## src/rtl/alu_if.sv

```systemverilog
// Issue and broadcast signals between the reservation station, the ALU
// and the common data bus.
interface alu_if;
    logic        alu_en;
    logic [6:0]  alu_opcode;
    logic [2:0]  alu_func3;
    logic        alu_func1;
    logic [31:0] alu_val1;
    logic [31:0] alu_val2;
    logic [31:0] alu_imm;
    logic [31:0] alu_pc;
    logic [3:0]  alu_rob_pos;
    logic        cdb_stall;
    logic        alu_full;
    logic        result;
    logic [3:0]  result_rob_pos;
    logic [31:0] result_val;
    logic        result_jump;
    logic [31:0] result_pc;

    modport master (
        output alu_en, alu_opcode, alu_func3, alu_func1, alu_val1, alu_val2,
               alu_imm, alu_pc, alu_rob_pos, cdb_stall,
        input  alu_full, result, result_rob_pos, result_val, result_jump, result_pc
    );

    modport slave (
        input  alu_en, alu_opcode, alu_func3, alu_func1, alu_val1, alu_val2,
               alu_imm, alu_pc, alu_rob_pos, cdb_stall,
        output alu_full, result, result_rob_pos, result_val, result_jump, result_pc
    );
endinterface

```

## src/rtl/alu_unit.sv

```systemverilog
// RV32I integer ALU: single-cycle execute feeding a 2-entry result queue
// that broadcasts its head entry to the common data bus.
module alu_unit (
    input  logic clk,
    input  logic rst,
    input  logic rdy,
    input  logic rollback,
    alu_if.slave bus
);
    localparam logic [6:0] OPC_LUI    = 7'b0110111;
    localparam logic [6:0] OPC_AUIPC  = 7'b0010111;
    localparam logic [6:0] OPC_JAL    = 7'b1101111;
    localparam logic [6:0] OPC_JALR   = 7'b1100111;
    localparam logic [6:0] OPC_BRANCH = 7'b1100011;
    localparam logic [6:0] OPC_OP     = 7'b0110011;
    localparam logic [6:0] OPC_OPIMM  = 7'b0010011;

    typedef struct packed {
        logic [3:0]  rob_pos;
        logic [31:0] val;
        logic        jump;
        logic [31:0] target;
    } entry_t;

    entry_t      fifo [2];
    entry_t      new_entry;
    logic        wr_ptr, rd_ptr;
    logic [1:0]  count;
    logic [31:0] op2;
    logic [31:0] pc_plus4;
    logic        taken;
    logic        do_push, do_pop;

    always_comb begin
        // NOTE: every output of this block gets a default first, so no path
        // through the case statements can leave one unassigned and infer a latch.
        new_entry         = '0;
        new_entry.rob_pos = bus.alu_rob_pos;
        pc_plus4          = bus.alu_pc + 32'd4;
        new_entry.target  = pc_plus4;
        op2               = (bus.alu_opcode == OPC_OP) ? bus.alu_val2 : bus.alu_imm;
        taken             = 1'b0;

        unique case (bus.alu_opcode)
            OPC_LUI:   new_entry.val = bus.alu_imm;
            OPC_AUIPC: new_entry.val = bus.alu_pc + bus.alu_imm;
            OPC_JAL: begin
                new_entry.val    = pc_plus4;
                new_entry.target = bus.alu_pc + bus.alu_imm;
                new_entry.jump   = 1'b1;
            end
            OPC_JALR: begin
                new_entry.val    = pc_plus4;
                new_entry.target = (bus.alu_val1 + bus.alu_imm) & ~32'd1;
                new_entry.jump   = 1'b1;
            end
            OPC_BRANCH: begin
                case (bus.alu_func3)
                    3'b000:  taken = (bus.alu_val1 == bus.alu_val2);
                    3'b001:  taken = (bus.alu_val1 != bus.alu_val2);
                    3'b100:  taken = ($signed(bus.alu_val1) <  $signed(bus.alu_val2));
                    3'b101:  taken = ($signed(bus.alu_val1) >= $signed(bus.alu_val2));
                    3'b110:  taken = (bus.alu_val1 <  bus.alu_val2);
                    3'b111:  taken = (bus.alu_val1 >= bus.alu_val2);
                    default: taken = 1'b0;
                endcase
                if (taken) begin
                    new_entry.jump   = 1'b1;
                    new_entry.target = bus.alu_pc + bus.alu_imm;
                end
            end
            OPC_OP, OPC_OPIMM: begin
                unique case (bus.alu_func3)
                    // Only register-register form uses func1 to select SUB.
                    3'b000: new_entry.val = (bus.alu_opcode == OPC_OP && bus.alu_func1)
                                            ? bus.alu_val1 - op2 : bus.alu_val1 + op2;
                    3'b001: new_entry.val = bus.alu_val1 << op2[4:0];
                    3'b010: new_entry.val = {31'd0, $signed(bus.alu_val1) < $signed(op2)};
                    3'b011: new_entry.val = {31'd0, bus.alu_val1 < op2};
                    3'b100: new_entry.val = bus.alu_val1 ^ op2;
                    3'b101: new_entry.val = bus.alu_func1
                                            ? 32'($signed(bus.alu_val1) >>> op2[4:0])
                                            : bus.alu_val1 >> op2[4:0];
                    3'b110: new_entry.val = bus.alu_val1 | op2;
                    3'b111: new_entry.val = bus.alu_val1 & op2;
                endcase
            end
            default: ;
        endcase
    end

    // A full queue still accepts an issue in the cycle its head retires.
    assign do_pop  = rdy && !rollback && (count != 2'd0) && !bus.cdb_stall;
    assign do_push = rdy && !rollback && bus.alu_en && ((count != 2'd2) || do_pop);

    always_ff @(posedge clk or posedge rst) begin
        if (rst) begin
            // NOTE: the two storage entries are reset because the outputs show
            // the head entry directly and must read as zero out of reset.
            fifo[0] <= '0;
            fifo[1] <= '0;
            wr_ptr  <= 1'b0;
            rd_ptr  <= 1'b0;
            count   <= 2'd0;
        end else if (rdy) begin
            // NOTE: non-blocking assignments so every register samples the
            // pre-edge values regardless of statement order.
            if (rollback) begin
                wr_ptr <= 1'b0;
                rd_ptr <= 1'b0;
                count  <= 2'd0;
            end else begin
                if (do_push) begin
                    fifo[wr_ptr] <= new_entry;
                    wr_ptr       <= ~wr_ptr;
                end
                if (do_pop) rd_ptr <= ~rd_ptr;
                count <= count + {1'b0, do_push} - {1'b0, do_pop};
            end
        end
    end

    assign bus.alu_full       = (count != 2'd0);
    assign bus.result         = (count != 2'd0);
    assign bus.result_rob_pos = fifo[rd_ptr].rob_pos;
    assign bus.result_val     = fifo[rd_ptr].val;
    assign bus.result_jump    = fifo[rd_ptr].jump;
    assign bus.result_pc      = fifo[rd_ptr].target;
endmodule

```

## src/flat_wrapper.sv

```systemverilog
// flat-port wrapper written by rule: the top's interface ports become plain ports
module alu_unit_flat 
  (clk, rst, rdy, rollback, bus_alu_en, bus_alu_opcode, bus_alu_func3, bus_alu_func1, bus_alu_val1, bus_alu_val2, bus_alu_imm, bus_alu_pc, bus_alu_rob_pos, bus_cdb_stall, bus_alu_full, bus_result, bus_result_rob_pos, bus_result_val, bus_result_jump, bus_result_pc);
  alu_if bus_i ();
  input  logic clk;
  input  logic rst;
  input  logic rdy;
  input  logic rollback;
  input wire logic [$bits(bus_i.alu_en)-1:0] bus_alu_en;
  input wire logic [$bits(bus_i.alu_opcode)-1:0] bus_alu_opcode;
  input wire logic [$bits(bus_i.alu_func3)-1:0] bus_alu_func3;
  input wire logic [$bits(bus_i.alu_func1)-1:0] bus_alu_func1;
  input wire logic [$bits(bus_i.alu_val1)-1:0] bus_alu_val1;
  input wire logic [$bits(bus_i.alu_val2)-1:0] bus_alu_val2;
  input wire logic [$bits(bus_i.alu_imm)-1:0] bus_alu_imm;
  input wire logic [$bits(bus_i.alu_pc)-1:0] bus_alu_pc;
  input wire logic [$bits(bus_i.alu_rob_pos)-1:0] bus_alu_rob_pos;
  input wire logic [$bits(bus_i.cdb_stall)-1:0] bus_cdb_stall;
  output wire logic [$bits(bus_i.alu_full)-1:0] bus_alu_full;
  output wire logic [$bits(bus_i.result)-1:0] bus_result;
  output wire logic [$bits(bus_i.result_rob_pos)-1:0] bus_result_rob_pos;
  output wire logic [$bits(bus_i.result_val)-1:0] bus_result_val;
  output wire logic [$bits(bus_i.result_jump)-1:0] bus_result_jump;
  output wire logic [$bits(bus_i.result_pc)-1:0] bus_result_pc;
  assign bus_i.alu_en = bus_alu_en;
  assign bus_i.alu_opcode = bus_alu_opcode;
  assign bus_i.alu_func3 = bus_alu_func3;
  assign bus_i.alu_func1 = bus_alu_func1;
  assign bus_i.alu_val1 = bus_alu_val1;
  assign bus_i.alu_val2 = bus_alu_val2;
  assign bus_i.alu_imm = bus_alu_imm;
  assign bus_i.alu_pc = bus_alu_pc;
  assign bus_i.alu_rob_pos = bus_alu_rob_pos;
  assign bus_i.cdb_stall = bus_cdb_stall;
  assign bus_alu_full = bus_i.alu_full;
  assign bus_result = bus_i.result;
  assign bus_result_rob_pos = bus_i.result_rob_pos;
  assign bus_result_val = bus_i.result_val;
  assign bus_result_jump = bus_i.result_jump;
  assign bus_result_pc = bus_i.result_pc;
  alu_unit u_core (.clk(clk), .rst(rst), .rdy(rdy), .rollback(rollback), .bus(bus_i));
endmodule
```

## config.mk

```make
export PLATFORM = sky130hd
export DESIGN_NAME = alu_unit_flat
export DESIGN_NICKNAME = d
export VERILOG_FILES = /design/src/rtl/alu_if.sv /design/src/rtl/alu_unit.sv /design/src/flat_wrapper.sv
export SDC_FILE = /design/constraint.sdc
export NUM_CORES = 1
export LEC_CHECK = 0
export BUFFER_PORTS_ARGS = -buffer_cell sky130_fd_sc_hd__clkbuf_2
export CORE_ASPECT_RATIO = 0.75
export CORE_MARGIN = 4
export CORE_UTILIZATION = 38
export DETAILED_ROUTE_END_ITERATION = 12
export SYNTH_ARGS = -nofsm -noshare
export SYNTH_HDL_FRONTEND = slang
export SYNTH_SLANG_ARGS = --single-unit
```

## constraint.sdc

```tcl
create_clock -name clk -period 4.5 [get_ports clk]
set_input_delay 0.225 -clock clk [delete_from_list [all_inputs] [get_ports clk]]
set_output_delay 0.225 -clock clk [all_outputs]
set_load 0.02 [all_outputs]
```

==> Yosys cells after proc, flatten, opt, wreduce, memory -nomap -nowiden <==
Cells that the tools add are included.
W data, S select, Z words.
{ "totals": {"register_bits": 142, "inputBits": 149, "out_inout_bits": 71, "elab_cells": 94} }
{ "op_classes": {"addsub": 7, "order_cmp": 9, "eq_ne": 17, "shifts": 3, "muxes": 20, "n_bitwise": 8, "n_reduce_logical": 19} }
{ "op_table": {"columns": ["cell", "n"], "rows": [
  ["$mux W69", 4],
  ["$pmux W32 S8", 1],
  ["$bwmux W138", 1],
  ["$lt A32 B32 Y1", 4],
  ["$pmux W32 S4", 1],
  ["$pmux W33 S3", 1],
  ["$add A32 B32 Y32", 3],
  ["$mux W32", 3],
  ["$demux W69 S1", 1],
  ["$ge A32 B32 Y1", 2],
  ["$mux W33", 1],
  ["$add A32 B3 Y32 const B", 1],
  ["$and A32 B32 Y32", 1],
  ["$eq A32 B32 Y1", 1],
  ["$ne A32 B32 Y1", 1],
  ["$or A32 B32 Y32", 1],
  ["$shl A32 B5 Y32", 1],
  ["$shr A32 B5 Y32", 1],
  ["$sshr A32 B5 Y32", 1],
  ["$sub A32 B32 Y32", 1],
  ["$xor A32 B32 Y32", 1],
  ["$eq A7 B7 Y1 const B", 3],
  ["$eq A7 B5 Y1 const B", 2],
  ["$eq A7 B6 Y1 const B", 2],
  ["other kinds (21)", 44]
]} }

==> Depth between registers and ports, before layout <==
{ "depth": {"word_depth": 9, "ltp_mapped": 21} }

==> Worst setup path before layout <==
OpenSTA, ideal clock, no wires.
{ "synth_timing": {"path_type": "in2reg", "start": "input port bus_alu_opcode[2]", "end": "register u_core.fifo[132] in the netlist's numbering", "arrival_ps": 4120, "t_required_ps": 4418, "slack_ps": 298, "stages": 19, "path_buffers": 4, "cell_sequence": "and4bb_4 -> buf_12 -> nand2_2 -> buf_6 -> clkbuf_1 -> buf_1 -> nor2_1 -> a21o_1 -> ha_1 -> a21oi_1 -> nor2b_1 -> a31oi_1 -> o2111ai_1 -> o21ai_1 -> o21ai_1 -> a2111oi_1 -> o21ai_0 -> a31o_1 -> a31oi_1"} }
{ "synth_via": {"elab_chain_cells": 7, "elab_cells_between_ends": 23, "cone_classes": "add/sub (2); eq/ne (6); shift (3); mux (6); bitwise (3); reduce/logical (3)"} }
{ "synth_lines": {"columns": ["item", "line_no", "text"], "rows": [
  ["from (decl)", "flat_wrapper.sv:10", "input wire logic [$bits(bus_i.alu_opcode)-1:0] bus_alu_opcode;"],
  ["$eq A7 B6 Y1", "alu_unit.sv:41, alu_unit.sv:44, alu_unit.sv:75", null],
  ["$mux W32", "alu_unit.sv:41", "op2 = (bus.alu_opcode == OPC_OP) ? bus.alu_val2 : bus.alu_imm;"],
  ["$add A32 B32 Y32 (tied with other cells)", "alu_unit.sv:76", "? bus.alu_val1 - op2 : bus.alu_val1 + op2;"],
  ["$mux W32 (on tied branches)", "alu_unit.sv:76, alu_unit.sv:82", null],
  ["$pmux W32 S8", "alu_unit.sv:73", "unique case (bus.alu_func3)"],
  ["$pmux W32 S4 *", "alu_unit.sv:44", "unique case (bus.alu_opcode)"],
  ["$bwmux W138 *", "alu_unit.sv:114", "fifo[wr_ptr] <= new_entry;"],
  ["to (signal, indexed assignment)", "alu_unit.sv:114", null],
  ["to (decl)", "alu_unit.sv:25", "entry_t fifo [2];"]
]} }
Every way passes the cells marked *; elsewhere a longest branch is shown, timed or not.
A chain may end at the register's enable or synchronous reset.

==> Final worst setup path <==
{ "layout_timing": {"start": "input port bus_alu_opcode[3]", "end": "register u_core.fifo[54] in the netlist's numbering"} }
The elaborated chain is that of the path after synthesis.

==> flow_summary_export.csv <==
group,metric,value,unit
floorplanning,io_pins,220,
global_routing,grt_overflow_total,0,
route,firstDrtPassIters,9,
global_routing,grt_pass1_vias,24334,
layout,drive_gt1_share,20.4,%
power,irDropWorstVdd,0.284,mV
yosys,ys.flop_type,"dfrtp_1",
floorplanning,dieArea,63700,sq um
yosys,synthArstFlopShare,100,%
yosys,netlist_area,22700,sq um
yosys,yosys.area.top_type,"dfrtp_1",
sta,max_freq,245,MHz
route,post_drt_wl_per_cell,29.3,um
min_path,min_path_type,"in2async",
global_routing,grt.total_usage,35.7,%
yosys,synthTopCellsByCount,"nand2_1, a21oi_1, nor2_1",
worst_setup_path,worst-setup-path-type,"in2reg",
floorplanning,dieHeight,220,um
yosys,yosys.area.top_type_share,15.7,%
yosys,ys_warn_count,0,
route,drt-total-wl,119000,um
sta,max_slew_margin,18.6,%
global_routing,antenna_found_initial,9,
yosys,yosys_register_bits,142,
yosys,synthesis.nets,3367,
clock_tree,ctsHoldBuffers,4,
yosys,ys_types,112,
global_routing,grt_max_degree,106,
worst_setup_path,arrival,4.41,ns
clock_tree,cts.sinks,142,
floorplanning,fp-row-count,77,
yosys,synth_edf_count,0,
clock_tree,cts_tree,"done",
sta,setup_viol_count_final,0,
sta,tightestPinTransition,1.22,ns
place,dpl_worst_slack,0.0631,ns
yosys,syn_avg_cell_area,7.48,sq um
floorplanning,initial_core_util,38.4,%
global_routing,grt_pass1_wl,170000,um
place,place_hpwl,95500,um
sta,fin_skew,0.0227,ns
yosys,yosys-top-cells-area,"dfrtp_1, ha_1, mux2_2",
outcome,status,"complete, but fails checks",
clock_tree,cts.clk_slew.worst_paths,0.07,ns
worst_setup_path,critPathLaunchType,"input port",
place,place.gp.congestion,1.13,
route,drc,0,
worst_setup_path,crit_required,4.83,ns
sta,period_share,90.6,%
route,ant_nets,0,
sta,layout_setup_ws,0.423,ns
power,leakage,0.0114,uW
route,vias,26796,
sta,fin_hold_ws,-0.0233,ns
sta,final-hold-violation-count,17,
clock_tree,clock_path_buffers,2,
floorplanning,core,59000,sq um
route,first_iter_violations,4382,
clock_tree,clk_latency,0.47,ns
layout,syn_to_final_growth,14.4,%
power,powerDensity,254,nW/um^2
clock_tree,cts_buffers,17,
place,io_buffers,219,
layout,nets,3587,
clock_tree,htreeDepth,4,
layout,n_fill_cell,6143,
worst_setup_path,critPathCaptureType,"register",
clock_tree,clockRootBuffer,"clkbuf_16",
yosys,synth.most_common_cell,"nand2_1",
sta,fin_crit,4.08,ns
worst_setup_path,cp_max_fo,39,
job,drv_cap,0,
sta,slew_violations,0,
clock_tree,cts_setup_buffers,0,
floorplanning,die_w,290,um
outcome,violations,"negative hold slack",
yosys,yosysSeqAreaShare,15.7,%
route,vias_per_cell,6.60,
sta,tns,0,ns
yosys,syn_inst,3029,
sta,rsz0062_at_grt,"false",
clock_tree,ctsResizeCount,0,
report_power, final:
group / leakage [uW] / switching [uW] / internal [uW]
registers: 0.00182 / 152 / 1540
logic: 0.00926 / 2100 / 1240
clock network: 0.000303 / 650 / 894
area by class of cell:
cell class                 instances  area [sq um]  area share, %
clock buffer                      18           429           1.66
antenna                            8          20.0         0.0772
inverter                         157           594           2.29
clock inverter                    14           195          0.753
tap                              790           988           3.81
timing repair buffer             393          2470           9.54
sequential                       142          3560           13.7
multi-input combinational       2538         17700           68.1
per-layer routing:
metal	global-route usage, %	vias to the layer above	wire [um]
met1	49.8	12763	50000
li1	-	11816	-
met3	14.6	287	17700
met4	13.0	6	5090
met2	48.9	1924	46200
met5	0	-	86
per-stage QoR:
stage          power, uW  utilization, %  instances  hold WS, ns  cell area [sq um]
2_1_floorplan       3740               -       3029        0.308              22700
6_report            6570            44.0       4060      -0.0233              25900
5_1_grt             6890            43.9       4053       0.0194              25900
3_3_place_gp        4910            42.8       4016        0.438              25200
4_1_cts             6470            43.9       4052      0.00114              25900
3_5_place_dp        4910            42.8       4016        0.439              25200
worst paths after layout:
kind                       depth (start not counted)                     endpoint                        start  slack [ns]
max in group asynchronous                          3   u_core.fifo[8]$_DFFE_PP0P_                          rst        3.48
setup reg to reg                                   5  u_core.fifo[15]$_DFFE_PP0P_  u_core.count[0]$_DFFE_PP0P_        1.72
hold reg to reg                                    2  u_core.fifo[12]$_DFFE_PP0P_  u_core.fifo[12]$_DFFE_PP0P_        0.48
min in group clk                                   2    u_core.rd_ptr$_DFFE_PP0P_                     rollback        0.02
setup / recovery                                  19  u_core.fifo[54]$_DFFE_PP0P_            bus_alu_opcode[3]        0.42
hold / removal                                     2  u_core.fifo[96]$_DFFE_PP0P_                          rst       -0.02
cell usage in the layout, fill, tap and decap left out, drive strengths merged, types with 77 or more instances in the layout:
cell type	instances
buf	170
o21ai	266
nor2	244
inv	163
a21oi	260
nand2	263
nand3	112
ha	186
clkbuf	237
a211oi	77
dfrtp	142
mux2	152
logic make-up after synthesis:
group,synth area share [%]
compound gates,33.1
xor+xnor,4.60
fa+ha+maj,10.5
buf+inv,6.46
flops,15.7
mux,10.5
simple gates,19.1
state kept, by name, indices dropped and copies added, names as in the netlist:
| name | cells |
|---|---|
| u_core.count | 2 |
| u_core.fifo | 138 |
| u_core.rd_ptr | 1 |
| u_core.wr_ptr | 1 |
worst max-delay path, stage by stage:
cell       delay [ns]
clkbuf_2         0.13
and4bb_4         0.43
nand2_2          0.12
buf_12           0.19
nor2_1           0.11
a21o_1           0.13
inv_1            0.07
ha_1             0.36
nor2b_1          0.09
o21ai_0          0.21
and3_1           0.22
o41ai_1          0.09
buf_4            0.15
a221o_1          0.39
a221oi_1         0.44
a21oi_1          0.16
a2111oi_0        0.42
o31ai_1          0.13
mux2_2           0.31
Note: power is estimated with default switching activity, not from simulation.
